## src/rtl/wtree_mul_arb_if.sv

```systemverilog
// Bundle of client request/response channels and multiplier-unit signals for wtree_mul_arb.
// The slave modport is the arbiter's view; master is the view of the clients and the multiplier model.
interface wtree_mul_arb_if #(
  parameter int unsigned WIDTH = 16
);
  logic                 req0_valid;
  logic                 req0_ready;
  logic [WIDTH-1:0]     req0_x;
  logic [WIDTH-1:0]     req0_y;
  logic                 req1_valid;
  logic                 req1_ready;
  logic [WIDTH-1:0]     req1_x;
  logic [WIDTH-1:0]     req1_y;

  logic                 rsp0_valid;
  logic                 rsp0_ready;
  logic                 rsp1_valid;
  logic                 rsp1_ready;
  logic [2*WIDTH-1:0]   rsp_result;
  logic                 rsp_err;

  logic                 mul_begin;
  logic [WIDTH-1:0]     mul_x;
  logic [WIDTH-1:0]     mul_y;
  logic                 mul_end;
  logic [2*WIDTH-1:0]   mul_result;

  modport slave (
    input  req0_valid, req0_x, req0_y,
    output req0_ready,
    input  req1_valid, req1_x, req1_y,
    output req1_ready,
    output rsp0_valid, rsp1_valid, rsp_result, rsp_err,
    input  rsp0_ready, rsp1_ready,
    output mul_begin, mul_x, mul_y,
    input  mul_end, mul_result
  );

  modport master (
    output req0_valid, req0_x, req0_y,
    input  req0_ready,
    output req1_valid, req1_x, req1_y,
    input  req1_ready,
    input  rsp0_valid, rsp1_valid, rsp_result, rsp_err,
    output rsp0_ready, rsp1_ready,
    input  mul_begin, mul_x, mul_y,
    output mul_end, mul_result
  );
endinterface

```

## src/rtl/wtree_mul_arb.sv

```systemverilog
// Round-robin two-client arbiter/sequencer for a shared Wallace-tree multiplier unit.
// Optional WAIT timeout enabled by defining WTREE_MUL_ARB_TIMEOUT_EN.
module wtree_mul_arb #(
  parameter int unsigned WIDTH   = 16,
  parameter int unsigned TIMEOUT = 15
) (
  input  logic            clk,
  input  logic            rst,
  wtree_mul_arb_if.slave  bus
);

  if (TIMEOUT == 0) begin : g_timeout_check
    $error("wtree_mul_arb: TIMEOUT must be at least 1");
  end

  typedef enum logic [1:0] {
    IDLE  = 2'd0,
    ISSUE = 2'd1,
    WAIT  = 2'd2,
    RESP  = 2'd3
  } state_e;

  state_e               state_q, state_d;
  logic                 prio_q, prio_d;
  logic                 owner_q, owner_d;
  logic [WIDTH-1:0]     x_q, x_d;
  logic [WIDTH-1:0]     y_q, y_d;
  logic [2*WIDTH-1:0]   result_q, result_d;

  logic                 grant0;
  logic                 grant1;
  logic                 accept;
  logic                 rsp_fire;

`ifdef WTREE_MUL_ARB_TIMEOUT_EN
  localparam int unsigned CNT_W = $clog2(TIMEOUT + 1);

  logic [CNT_W-1:0]     cnt_q, cnt_d;
  logic                 err_q, err_d;
  logic                 expire;

  // cnt_q counts completed WAIT cycles, so TIMEOUT-1 marks the last allowed one
  assign expire = (cnt_q == CNT_W'(TIMEOUT - 1));
`endif

  // With both valid, prio_q names the favoured client
  assign grant0   = bus.req0_valid & (~bus.req1_valid | ~prio_q);
  assign grant1   = bus.req1_valid & (~bus.req0_valid |  prio_q);
  assign accept   = (state_q == IDLE) & (grant0 | grant1);
  assign rsp_fire = (state_q == RESP) & (owner_q ? bus.rsp1_ready : bus.rsp0_ready);

  always_comb begin
    state_d  = state_q;
    prio_d   = prio_q;
    owner_d  = owner_q;
    x_d      = x_q;
    y_d      = y_q;
    result_d = result_q;
`ifdef WTREE_MUL_ARB_TIMEOUT_EN
    cnt_d    = cnt_q;
    err_d    = err_q;
`endif

    case (state_q)
      IDLE: begin
        if (accept) begin
          owner_d = grant1;
          x_d     = grant1 ? bus.req1_x : bus.req0_x;
          y_d     = grant1 ? bus.req1_y : bus.req0_y;
          state_d = ISSUE;
        end
      end

      ISSUE: begin
`ifdef WTREE_MUL_ARB_TIMEOUT_EN
        cnt_d   = '0;
`endif
        state_d = WAIT;
      end

      WAIT: begin
`ifdef WTREE_MUL_ARB_TIMEOUT_EN
        cnt_d = cnt_q + CNT_W'(1);
`endif
        if (bus.mul_end) begin
          result_d = bus.mul_result;
`ifdef WTREE_MUL_ARB_TIMEOUT_EN
          err_d    = 1'b0;
`endif
          state_d  = RESP;
        end
`ifdef WTREE_MUL_ARB_TIMEOUT_EN
        else if (expire) begin
          result_d = '0;
          err_d    = 1'b1;
          state_d  = RESP;
        end
`endif
      end

      RESP: begin
        if (rsp_fire) begin
          prio_d  = ~owner_q;
          state_d = IDLE;
        end
      end

      default: state_d = IDLE;
    endcase
  end

  always_ff @(posedge clk) begin
    if (rst) begin
      state_q  <= IDLE;
      prio_q   <= 1'b0;
      owner_q  <= 1'b0;
      x_q      <= '0;
      y_q      <= '0;
      result_q <= '0;
`ifdef WTREE_MUL_ARB_TIMEOUT_EN
      cnt_q    <= '0;
      err_q    <= 1'b0;
`endif
    end else begin
      state_q  <= state_d;
      prio_q   <= prio_d;
      owner_q  <= owner_d;
      x_q      <= x_d;
      y_q      <= y_d;
      result_q <= result_d;
`ifdef WTREE_MUL_ARB_TIMEOUT_EN
      cnt_q    <= cnt_d;
      err_q    <= err_d;
`endif
    end
  end

  assign bus.req0_ready = (state_q == IDLE) & grant0;
  assign bus.req1_ready = (state_q == IDLE) & grant1;
  assign bus.rsp0_valid = (state_q == RESP) & ~owner_q;
  assign bus.rsp1_valid = (state_q == RESP) &  owner_q;
  assign bus.rsp_result = result_q;
  assign bus.mul_begin  = (state_q == ISSUE) | (state_q == WAIT);
  assign bus.mul_x      = x_q;
  assign bus.mul_y      = y_q;

`ifdef WTREE_MUL_ARB_TIMEOUT_EN
  assign bus.rsp_err    = err_q;
`else
  assign bus.rsp_err    = 1'b0;
`endif

endmodule

```

## src/flat_wrapper.sv

```systemverilog
// flat-port wrapper written by rule: the top's interface ports become plain ports
module wtree_mul_arb_flat 
#(
  parameter int unsigned WIDTH   = 16,
  parameter int unsigned TIMEOUT = 15
)
  (clk, rst, bus_req0_valid, bus_req0_x, bus_req0_y, bus_req0_ready, bus_req1_valid, bus_req1_x, bus_req1_y, bus_req1_ready, bus_rsp0_valid, bus_rsp1_valid, bus_rsp_result, bus_rsp_err, bus_rsp0_ready, bus_rsp1_ready, bus_mul_begin, bus_mul_x, bus_mul_y, bus_mul_end, bus_mul_result);
  wtree_mul_arb_if #(.WIDTH(WIDTH)) bus_i ();
  input  logic clk;
  input  logic rst;
  input wire logic [$bits(bus_i.req0_valid)-1:0] bus_req0_valid;
  input wire logic [$bits(bus_i.req0_x)-1:0] bus_req0_x;
  input wire logic [$bits(bus_i.req0_y)-1:0] bus_req0_y;
  output wire logic [$bits(bus_i.req0_ready)-1:0] bus_req0_ready;
  input wire logic [$bits(bus_i.req1_valid)-1:0] bus_req1_valid;
  input wire logic [$bits(bus_i.req1_x)-1:0] bus_req1_x;
  input wire logic [$bits(bus_i.req1_y)-1:0] bus_req1_y;
  output wire logic [$bits(bus_i.req1_ready)-1:0] bus_req1_ready;
  output wire logic [$bits(bus_i.rsp0_valid)-1:0] bus_rsp0_valid;
  output wire logic [$bits(bus_i.rsp1_valid)-1:0] bus_rsp1_valid;
  output wire logic [$bits(bus_i.rsp_result)-1:0] bus_rsp_result;
  output wire logic [$bits(bus_i.rsp_err)-1:0] bus_rsp_err;
  input wire logic [$bits(bus_i.rsp0_ready)-1:0] bus_rsp0_ready;
  input wire logic [$bits(bus_i.rsp1_ready)-1:0] bus_rsp1_ready;
  output wire logic [$bits(bus_i.mul_begin)-1:0] bus_mul_begin;
  output wire logic [$bits(bus_i.mul_x)-1:0] bus_mul_x;
  output wire logic [$bits(bus_i.mul_y)-1:0] bus_mul_y;
  input wire logic [$bits(bus_i.mul_end)-1:0] bus_mul_end;
  input wire logic [$bits(bus_i.mul_result)-1:0] bus_mul_result;
  assign bus_i.req0_valid = bus_req0_valid;
  assign bus_i.req0_x = bus_req0_x;
  assign bus_i.req0_y = bus_req0_y;
  assign bus_req0_ready = bus_i.req0_ready;
  assign bus_i.req1_valid = bus_req1_valid;
  assign bus_i.req1_x = bus_req1_x;
  assign bus_i.req1_y = bus_req1_y;
  assign bus_req1_ready = bus_i.req1_ready;
  assign bus_rsp0_valid = bus_i.rsp0_valid;
  assign bus_rsp1_valid = bus_i.rsp1_valid;
  assign bus_rsp_result = bus_i.rsp_result;
  assign bus_rsp_err = bus_i.rsp_err;
  assign bus_i.rsp0_ready = bus_rsp0_ready;
  assign bus_i.rsp1_ready = bus_rsp1_ready;
  assign bus_mul_begin = bus_i.mul_begin;
  assign bus_mul_x = bus_i.mul_x;
  assign bus_mul_y = bus_i.mul_y;
  assign bus_i.mul_end = bus_mul_end;
  assign bus_i.mul_result = bus_mul_result;
  wtree_mul_arb #(.WIDTH(WIDTH), .TIMEOUT(TIMEOUT)) u_core (.clk(clk), .rst(rst), .bus(bus_i));
endmodule
```

## config.mk

```make
export PLATFORM = sky130hd
export DESIGN_NAME = wtree_mul_arb_flat
export DESIGN_NICKNAME = d
export VERILOG_FILES = /design/src/rtl/wtree_mul_arb_if.sv /design/src/rtl/wtree_mul_arb.sv /design/src/flat_wrapper.sv
export SDC_FILE = /design/constraint.sdc
export NUM_CORES = 1
export LEC_CHECK = 0
export BUFFER_PORTS_ARGS = -buffer_cell sky130_fd_sc_hd__buf_4
export CAP_MARGIN = 20
export CORE_MARGIN = 1
export CORE_UTILIZATION = 44
export DETAILED_ROUTE_END_ITERATION = 10
export HOLD_SLACK_MARGIN = 0.03
export PLACE_DENSITY_LB_ADDON = 0.25
export SLEW_MARGIN = 20
export SYNTH_ARGS = -nofsm -noshare
export SYNTH_HDL_FRONTEND = slang
export SYNTH_SLANG_ARGS = --single-unit
```

## constraint.sdc

```tcl
create_clock -name clk -period 1.8 [get_ports clk]
set_input_delay 0.09 -clock clk [delete_from_list [all_inputs] [get_ports clk]]
set_output_delay 0.09 -clock clk [all_outputs]
set_load 0.02 [all_outputs]
```

==> metrics, run 1 <==
WP buf/inv 3; Yosys top cell area share around 45%; Final Hold Fails 0; first-pass GRT wire length 14300 microns; top_reg_cell synth dfxtp_1; Largest delay share family, worst path buffers and inverters; CP max FO 57; leading area contributor after synthesis dfxtp_1; I/O pin count between 150 and 200; Vias/cell 5.19; synthesized area a little over 0.003 sq mm; post-CTS setup buffer count 0; initial antenna violation count 0; Slowest cell on crit path dfxtp_1; Worst path max stage delay between 0.3 and 0.4 ns; number of synthesized flops with an enable pin 0; DIE AREA 0.00721 sq mm; post-route insts no fill roughly 630; Final Worst Setup Slack around 0.16 ns; layout cells sized above 1 between 30% and 40%; site row count 29; fmax between 600 and 700 MHz; synthesized netlist cell count 363; first-pass detailed-route iteration total 8; Worst EP required 1.71 ns; top-count cell post-synth dfxtp_1; H-tree Lvls 3; number of global-route vias before repair between 3000 and 4000; data arrival time of the worst path 1.55 ns; final setup violation count 0; pin count of the biggest net entering global routing between 50 and 60; worst slack, placed 0.244 ns; Synth Net Count ~470; post-CTS resize count 0; fin crit share roughly 90%; most frequent cells after synthesis dfxtp_1, nand2_1, nor2_1; unique cell type count in the Yosys netlist 28; Root Buffer clkbuf_8; Die Width 84.9 microns; later-pin clock latency in the skew report between 0.3 and 0.4 ns; residual DRC count 14; Synth Warn # 0; placed cell areas between 0.004 and 0.005 sq mm; Ant. Diodes 0; Die Y-Extent 84.9 microns; Reg area 0.00136 sq mm; RSZ-0062 raised after global routing false; register area share after synthesis 45.0%; total track usage around 25%; routability cong. 0.787; crit-path cells nor2b_4, buf_12, nand3b_1, inv_1, buf_4; Worst Setup End Kind primary output; Power Dens Cells ~1200 mW/mm^2; #FFs+latches synth 68; Post-DRT Antenna Nets 0; Async SR Flop Fraction 0%; HP Class input pin to flip-flop; failing checks DRC; post-route design area between 0.004 and 0.005 sq mm; syn avg cell area roughly 8.3 sq um; Final Max Tran Viols 0; CTS clock-pin slew for the worst setup and hold paths around 0.07 ns; clk sink count 68; Layout area overhead 58.8%; clk_skew approximately 0.0048 ns; DR iter-0 viols 187; CTS tree done; max-cap violations 0; Routed WL around 8900 microns; Longest Clk Path Bufs 2; multi-input logic area about 0.0014 sq mm; initial core utilization roughly 47%; fillers between 400 and 500; IO Port Bufs between 150 and 200; VDD IR-drop max 0.671 mV; Vias around 3300; largest cells by area after synthesis dfxtp_1, a311oi_1, nand2_1; Congestion Overflow GR 0; core area roughly 0.0065 sq mm; crit path time final between 1.5 and 2 ns; dpl hpwl 6130 microns; outcome finished with violations; nets 655; Placed Instances roughly 580; setup_tns 0 ns; DR WL/cell ~14 microns; Worst setup SP type flip-flop; critical path class flip-flop to primary output; Leakage Power approximately 2.1 nW; CTS Buf Count 9
## placed cells by master, fill, tap and decap left out, types with 2 or more instances in the layout
cell and instances:
buf_4 177, ha_1 3, and2_1 3, clkinv_2 3
o21ai_1 12, nand2b_1 2, mux2i_1 2, o21ai_0 21
nand2_1 67, dfxtp_1 68, buf_12 3, a311oi_1 31
nand3b_1 33, clkbuf_8 10, nor2_1 35, inv_1 6
a21oi_1 34, dlygate4sd3_1 32
## area by class of cell
cell class                      count  share of cell area [%]
Clock buffer                       10                    2.87
Timing Repair Buffer              212                    35.6
Inverter                            6                   0.469
Sequential cell                    68                    28.4
Clock inverter                      6                    1.30
Tap cell                           77                    2.01
Multi-Input combinational cell    252                    29.4
## state kept, by name, indices dropped and copies added (netlist names)
| signal | flops |
|---|---|
| u_core.bus.rsp_result | 32 |
| u_core.bus.mul_x | 16 |
| u_core.state_q | 2 |
| u_core.bus.mul_y | 16 |
| u_core.owner_q | 1 |
| u_core.prio_q | 1 |
## cells by family (layout without fill, tap and decap cells)
kind of cell	count (synthesis)	count (layout)	synth area share [%]
AO/OA/AOI/OAI	104	104	22.1
buffers and inverters	43	234	8.36
AND/OR/NAND/NOR	142	142	22.5
flip-flops	68	68	45.0
other	1	1	0.124
multiplexers	2	2	0.662
adder cells (fa/ha/maj)	3	3	1.24
## final timing paths
check                                               start                         to  slack (ns)  cells after the start
worst min register to register  u_core.bus.rsp_result[12]  u_core.bus.rsp_result[12]        0.46                      2
worst max-delay path                        u_core.prio_q             bus_req1_ready        0.16                      5
worst max register to register          u_core.state_q[0]        u_core.bus.mul_x[9]        0.23                      6
worst min-delay path                       bus_req0_x[12]       u_core.bus.mul_x[12]        0.04                      3
## layer usage
metal  track usage, %  wire (microns)  vias to the layer above
li1                 -               -                     1633
met1             29.3            3720                     1491
met2             43.9            4370                      135
met3             5.74             686                       13
met4             9.71             161                        0
met5                0               0                        -
## through the flow
stage / hold WS [ns] / power (W) / utilization [%]
6_report: 0.0446 / 0.00575 / 73.9
5_1_grt: 0.0420 / 0.00610 / 73.9
4_1_cts: 0.0335 / 0.00579 / 73.9
3_5_place_dp: 0.347 / 0.00448 / 65.9
3_3_place_gp: 0.339 / 0.00441 / 65.9
2_1_floorplan: 0.226 / 0.00359 / -
## worst register-to-register path: cells and delay by family (launching register included)
family	cells	cell delay, ns
AO/OA/AOI/OAI	2	0.57
flip-flops	1	0.33
adder cells (fa/ha/maj)	1	0.23
AND/OR/NAND/NOR	1	0.06
buffers and inverters	2	0.30
## where the power goes
group | switching, W | internal (W) | total (W) | leakage [nW]
clock network | 0.000578 | 0.000678 | 0.00126 | 0.106
registers | 0.000203 | 0.00184 | 0.00205 | 0.558
logic | 0.00133 | 0.00112 | 0.00245 | 1.43
## timing repair
action / CTS / global route
hold endpoints to repair: 32 / 0
hold buffers: 32 / 0
endpoints found under the setup margin: 0 / 0
(Power assumes the default switching activity.)
==> run 2: changes to the inputs <==
--- a/config.mk
+++ b/config.mk
@@ -5,6 +5,7 @@
 export SDC_FILE = /design/constraint.sdc
 export NUM_CORES = 1
 export LEC_CHECK = 0
+export ABC_AREA = 1
 export BUFFER_PORTS_ARGS = -buffer_cell sky130_fd_sc_hd__buf_4
 export CAP_MARGIN = 20
 export CORE_MARGIN = 1
==> run 2 against run 1 <==
The run still ends with DRC left. Final cell count is 12% higher. Non-clock buffer count is 9 lower. Sequential power up 5%. Worst hold slack hardly changed. Global-route usage fell by 0.30 points. Setup slack got worse by 0.055 ns. Sequential share of layout area rose by 0.39 points. Count of clock-buffer cells in the layout stayed put. Via count rose by 5.4%. Maximum frequency decreased by 3.2%. Clock power hardly changed. Sequential cell count unchanged. Critical endpoint is now u_core.bus.rsp_result[3]. Largest cell class unchanged. Largest power group unchanged. Highest routed layer unchanged.
==> metrics, run 2 <==
failing checks DRC; Worst path max stage delay 0.45 ns (+0.09 ns); Slowest cell on crit path clkinvlp_4; synthesized area 0.00303 sq mm (+0.17%); clk_skew 0.0125 ns (+0.00769 ns); fin crit share 94.4% (+3.0 points); Power Dens Cells 1310 mW/mm^2 (+9.2%); post-route design area 0.00474 sq mm (-1.4%); DR iter-0 viols 130 (-30%); max-cap violations 0 (unchanged); CTS Buf Count 9 (unchanged); Final Hold Fails 0 (unchanged); site row count 29 (unchanged); Layout area overhead 56.3%; placed cell areas 0.00425 sq mm (-0.70%); Pwr Total 0.00619 W (+7.7%); Worst slew margin between 60% and 70%; HP Class input pin to flip-flop; synthesized netlist cell count 439 (+21%); Async SR Flop Fraction 0% (unchanged); unique cell type count in the Yosys netlist 21 (-25%); Largest delay share family, worst path buffers and inverters; Congestion Overflow GR 0 (unchanged); Longest Clk Path Bufs 2 (unchanged); initial core utilization 46.6% (+0.077 points); worst slack, placed 0.150 ns (-0.0936 ns); H-tree Lvls 3 (unchanged); clk sink count 68 (unchanged); most frequent cells in the layout buf_4, nor2_1, nand2_1; CTS clock-pin slew for the worst setup and hold paths 0.07 ns (about the same); syn avg cell area 6.90 sq um (-17%); Ant. Diodes 0 (unchanged); setup_tns 0 ns (unchanged); critical path class flip-flop to flip-flop; Post-DRT Antenna Nets 0 (unchanged); IO Port Bufs 171 (unchanged); fillers 514 (+3.6%); dpl hpwl 6010 microns (-2.0%); R2R Path Start u_core.state_q[0]; data arrival time of the worst path 1.91 ns (+0.36 ns); Synth Net Count 545 (+16%); VDD IR-drop max 0.616 mV (-8.1%); DIE AREA 0.00722 sq mm (+0.15%); Die Y-Extent 85.0 microns (about the same); total track usage 24.6% (-0.30 points); DR WL/cell 12.6 microns (-11%); final setup violation count 0 (unchanged); crit path time final 1.70 ns (+0.0546 ns); residual DRC count 13 (-1); most frequent cells after synthesis nor2_1, nand2_1, dfxtp_1; layout cells sized above 1 31.7% (-4.2 points); number of global-route vias before repair 3220 (+4.7%); leading area contributor after synthesis dfxtp_1; Vias 3448 (+5.4%); fmax 588 MHz (-3.2%); outcome finished with violations; Root Buffer clkbuf_8; top-count cell post-synth nor2_1; nets 729 (+11%); initial antenna violation count 0 (unchanged); Worst setup SP type flip-flop; Die Width 85.0 microns (about the same); core area 0.00649 sq mm (unchanged); number of flip-flops in the largest register 32 (unchanged); Leakage Power 2.39 nW (+14%); Synth Warn # 0 (unchanged); routability cong. 0.788 (+0.13%); Worst Setup End Kind flip-flop; CP most frequent cell nor2_1; Least-Margin Pin Slew 0.593 ns; Vias/cell 4.89 (-5.7%); crit-path cells inv_1, ha_1, nand2_1, clkinvlp_4, nor2_1, nor2_1; CTS tree done; number of synthesized flops with an enable pin 0 (unchanged); first-pass detailed-route iteration total 10 (+2); hold wc startpoint bus_mul_result[17]; WP buf/inv 2 (-1); I/O pin count 173 (unchanged); pin count of the biggest net entering global routing 45 (-22%); Routed WL 8900 microns (-0.40%); crit path from u_core.state_q[0]; register area share after synthesis 44.9% (-0.074 points); top_reg_cell synth dfxtp_1; Final Max Tran Viols 0 (unchanged); post-CTS setup buffer count 0 (unchanged); Final Worst Setup Slack 0.100 ns (-0.0546 ns); RSZ-0062 raised after global routing true; later-pin clock latency in the skew report 0.33 ns (about the same); largest cells by area after synthesis dfxtp_1, nor2_1, nand2_1; Yosys top cell area share 44.9% (-0.074 points); first-pass GRT wire length 14200 microns (-0.58%); #FFs+latches synth 68 (unchanged); CP max FO 32 (-44%); commonest non-fill, non-tap cell in the layout buf_4; Worst EP required 2.01 ns (+0.30 ns)
[run 2: cell types whose count changed in the layout (fill, tap and decap cells not counted), sizes merged, moves of 4 or more]
cell / previous run / this run
nor2: 35 / 136
nand3: 0 / 37
nand3b: 33 / 0
a21oi: 34 / 2
a311oi: 32 / 0
o21ai: 33 / 65
nand2: 67 / 80
inv: 7 / 14
buf: 180 / 175
dlygate4sd3: 32 / 28
[run 2: stage by stage]
step | instances | hold WS [ns] | utilization [%]
3_5_place_dp | 661 | 0.284 | 65.4
5_1_grt | 705 | 0.0492 | 72.9
4_1_cts | 705 | 0.0333 | 72.9
6_report | 705 | 0.0449 | 72.9
2_1_floorplan | 439 | 0.159 | -
3_3_place_gp | 661 | 0.281 | 65.4
[run 2: tightest hold or removal path: stages]
cell	delay [ns]
buf_4	0.09
o21ai_0	0.07
nor2_1	0.08
[run 2: worst paths after layout]
kind / to / slack, ns / depth (start not counted)
hold / removal: u_core.bus.rsp_result[17] / 0.04 / 3
setup / recovery: u_core.bus.rsp_result[3] / 0.10 / 6
setup reg to reg: u_core.bus.rsp_result[3] / 0.10 / 6
hold reg to reg: u_core.bus.rsp_result[14] / 0.49 / 2
[run 2: timing repair]
item,CTS,global route
resized for setup,0,1
hold buffers,28,0
endpoints found under the setup margin,0,22
endpoints found under the hold margin,28,0
[run 2: layout make-up]
cell class              count  area [sq um]  area share (%)
clock buffers              10           138            2.91
repair buffers            203          1590            33.7
multi-input cells         326          1420            30.0
clock inverters             6          63.8            1.35
well taps                  77          96.3            2.03
flip-flops and latches     68          1360            28.7
inverters                  15          60.1            1.27
[run 2: report_power, final]
part | internal (W) | total [W] | switching, W
registers | 0.00192 | 0.00215 | 0.000229
logic | 0.00113 | 0.00281 | 0.00168
clock network | 0.000675 | 0.00124 | 0.000560
total | 0.00373 | 0.00619 | 0.00247
[run 2: cell families after synthesis]
logic type	after synthesis	share of synthesized area, %
AND/OR/NAND/NOR	255	34.5
flip-flops	68	44.9
AO/OA/AOI/OAI	67	11.1
buffers and inverters	45	8.10
adder cells (fa/ha/maj)	3	1.24
other	1	0.124
[run 2: layer usage]
layer	global-route usage (%)	up-vias	share of wire [%]	wire length (microns)
met5	0	-	0	0
met4	8.01	0	1.1	95
met3	5.93	9	7.5	669
met2	45.6	150	50	4450
met1	27.4	1534	41	3680
li1	-	1755	-	-
==> run 3: changes to the inputs <==
--- a/config.mk
+++ b/config.mk
@@ -9,7 +9,7 @@
 export BUFFER_PORTS_ARGS = -buffer_cell sky130_fd_sc_hd__buf_4
 export CAP_MARGIN = 20
 export CORE_MARGIN = 1
-export CORE_UTILIZATION = 44
+export CORE_UTILIZATION = 47
 export DETAILED_ROUTE_END_ITERATION = 10
 export HOLD_SLACK_MARGIN = 0.03
 export PLACE_DENSITY_LB_ADDON = 0.25
==> constraint.sdc (replaced) <==
create_clock -name clk -period 2.15 [get_ports clk]
set_input_delay 0.1075 -clock clk [delete_from_list [all_inputs] [get_ports clk]]
set_output_delay 0.1075 -clock clk [all_outputs]
set_load 0.02 [all_outputs]
==> run 3 against run 2 <==
The run now ends clean. Die area down 6.2%. Power down 14%. Final cell count down 3.8%. Global-route usage down 0.39 points. First-iteration DRC count down 37%. Critical endpoint is now u_core.bus.rsp_result[14]. Largest cell class is now multi-input gates.
==> metrics, run 3 (synthesized netlist as in run 2, its figures left out) <==
final setup violation count 0 (unchanged); Root Buffer clkbuf_8; Worst Setup End Kind flip-flop; layout cells sized above 1 32.5% (+0.82 points); Worst slew margin 36.5% (-24 points); commonest non-fill, non-tap cell in the layout buf_4; DR iter-0 viols 82 (-37%); nets 704 (-3.4%); outcome finished clean; Post-DRT Antenna Nets 0 (unchanged); crit path from u_core.state_q[0]; Layout area overhead 49.2%; core area 0.00606 sq mm (-6.7%); pin count of the biggest net entering global routing 39 (-13%); CP max FO 32 (unchanged); Longest Clk Path Bufs 2 (unchanged); Worst EP required 2.40 ns (+0.39 ns); Worst setup SP type flip-flop; HP Class input pin to flip-flop; IO Port Bufs 171 (unchanged); most frequent cells in the layout buf_4, nor2_1, nand2_1; crit path time final 1.69 ns (-0.0123 ns); later-pin clock latency in the skew report 0.32 ns (about the same); Die Width 82.3 microns (-3.2%); max-cap violations 0 (unchanged); Leakage Power 2.31 nW (-3.2%); first-pass GRT wire length 12700 microns (-10%); Final Max Tran Viols 0 (unchanged); residual DRC count 0 (-13); number of global-route vias before repair 2996 (-7.0%); Ant. Diodes 0 (unchanged); Final Hold Fails 0 (unchanged); clk_skew 0.00703 ns (-0.00543 ns); Least-Margin Pin Slew 0.951 ns (+0.358 ns); number of flip-flops in the largest register 32 (unchanged); dpl hpwl 5930 microns (-1.3%); total track usage 24.2% (-0.39 points); H-tree Lvls 3 (unchanged); CTS Buf Count 9 (unchanged); Die Y-Extent 82.3 microns (-3.2%); DR WL/cell 12.4 microns (-2.0%); post-CTS setup buffer count 0 (unchanged); fin crit share 78.5% (-16 points); Power Dens Cells 1180 mW/mm^2 (-9.9%); final design utilization 74.6% (+1.7 points); initial core utilization 50.0% (+3.3 points); DIE AREA 0.00677 sq mm (-6.2%); Congestion Overflow GR 0 (unchanged); Vias 3328 (-3.5%); R2R setup slack 0.46 ns (+0.36 ns); Vias/cell 4.91 (+0.36%); clk sink count 68 (unchanged); fmax 593 MHz (+0.73%); R2R Path Start u_core.state_q[0]; CP endpoint u_core.bus.rsp_result[14]; routability cong. 0.906 (+15%); CTS clock-pin slew for the worst setup and hold paths 0.07 ns (about the same); CTS tree done; setup_tns 0 ns (unchanged); FF-to-FF End u_core.bus.rsp_result[14]; site row count 28 (-3.4%); initial antenna violation count 0 (unchanged); RSZ-0062 raised after global routing false; Routed WL 8390 microns (-5.8%); first-pass detailed-route iteration total 5 (-5); post-CTS resize count 0 (unchanged); I/O pin count 173 (unchanged); VDD IR-drop max 0.809 mV (+31%); data arrival time of the worst path 1.94 ns (+0.03 ns); R2R cell count 6 (unchanged); Post-CTS Hold Buffers 4 (-86%); critical path class flip-flop to flip-flop; fillers 479 (-6.8%)
## run 3: cell types whose count changed in the layout (fill, tap and decap cells not counted), sizes merged
cell / change
inv: +2
dlygate4sd3: -24
buf: -1
clkinvlp: -2
bufinv: +2
clkinv: -2
## run 3: worst min-delay path by stage
| stage | startpoint | to | slack (ns) | depth (start not counted) |
|---|---|---|---|---|
| 3_5_place_dp | rst | u_core.owner_q | 0.30 | 2 |
| 4_1_cts | bus_mul_result[3] | u_core.bus.rsp_result[3] | 0.03 | 3 |
| 5_1_grt | bus_mul_result[7] | u_core.bus.rsp_result[7] | 0.03 | 3 |
| 2_1_floorplan | rst | u_core.owner_q | 0.18 | 1 |
| 6_report | bus_mul_result[4] | u_core.bus.rsp_result[4] | 0.04 | 3 |
| 3_3_place_gp | rst | u_core.owner_q | 0.30 | 2 |
## run 3: final cells by class
class / count / area [sq um] / share of cell area [%]
clock buffers: 10 / 128 / 2.82
multi-input cells: 326 / 1420 / 31.5
repair buffers: 178 / 1350 / 29.8
clock inverters: 6 / 111 / 2.46
inverters: 15 / 56.3 / 1.25
well taps: 75 / 93.8 / 2.08
flip-flops and latches: 68 / 1360 / 30.1
## run 3: through the flow
stage	power, W	setup slack (ns)	cells	hold slack (ns)	cell area [sq um]
2_1_floorplan	0.00331	0.875	439	0.177	3030
4_1_cts	0.00537	0.420	678	0.0302	4520
3_3_place_gp	0.00406	0.539	658	0.296	4240
5_1_grt	0.00569	0.298	678	0.0323	4520
3_5_place_dp	0.00412	0.462	658	0.296	4240
6_report	0.00533	0.463	678	0.0413	4520
## run 3: metal layers
metal	global-route usage (%)	up-vias	wire (microns)
met3	6.15	10	682
met2	44.8	133	4230
met1	25.7	1478	3360
met4	10.2	0	115
li1	-	1707	-
met5	0	-	0
## run 3: power by group
part | internal [W] | switching [W]
Combinational | 0.000915 | 0.00138
Sequential | 0.00161 | 0.000190
Clock | 0.000773 | 0.000465
## run 3: worst max-delay path: stages, from the launching register on
cell and delay [ns]:
dfxtp_1 0.33, inv_1 0.08, ha_1 0.19, nand2_1 0.08, inv_1 0.69, nor2_1 0.10, nor2_1 0.15
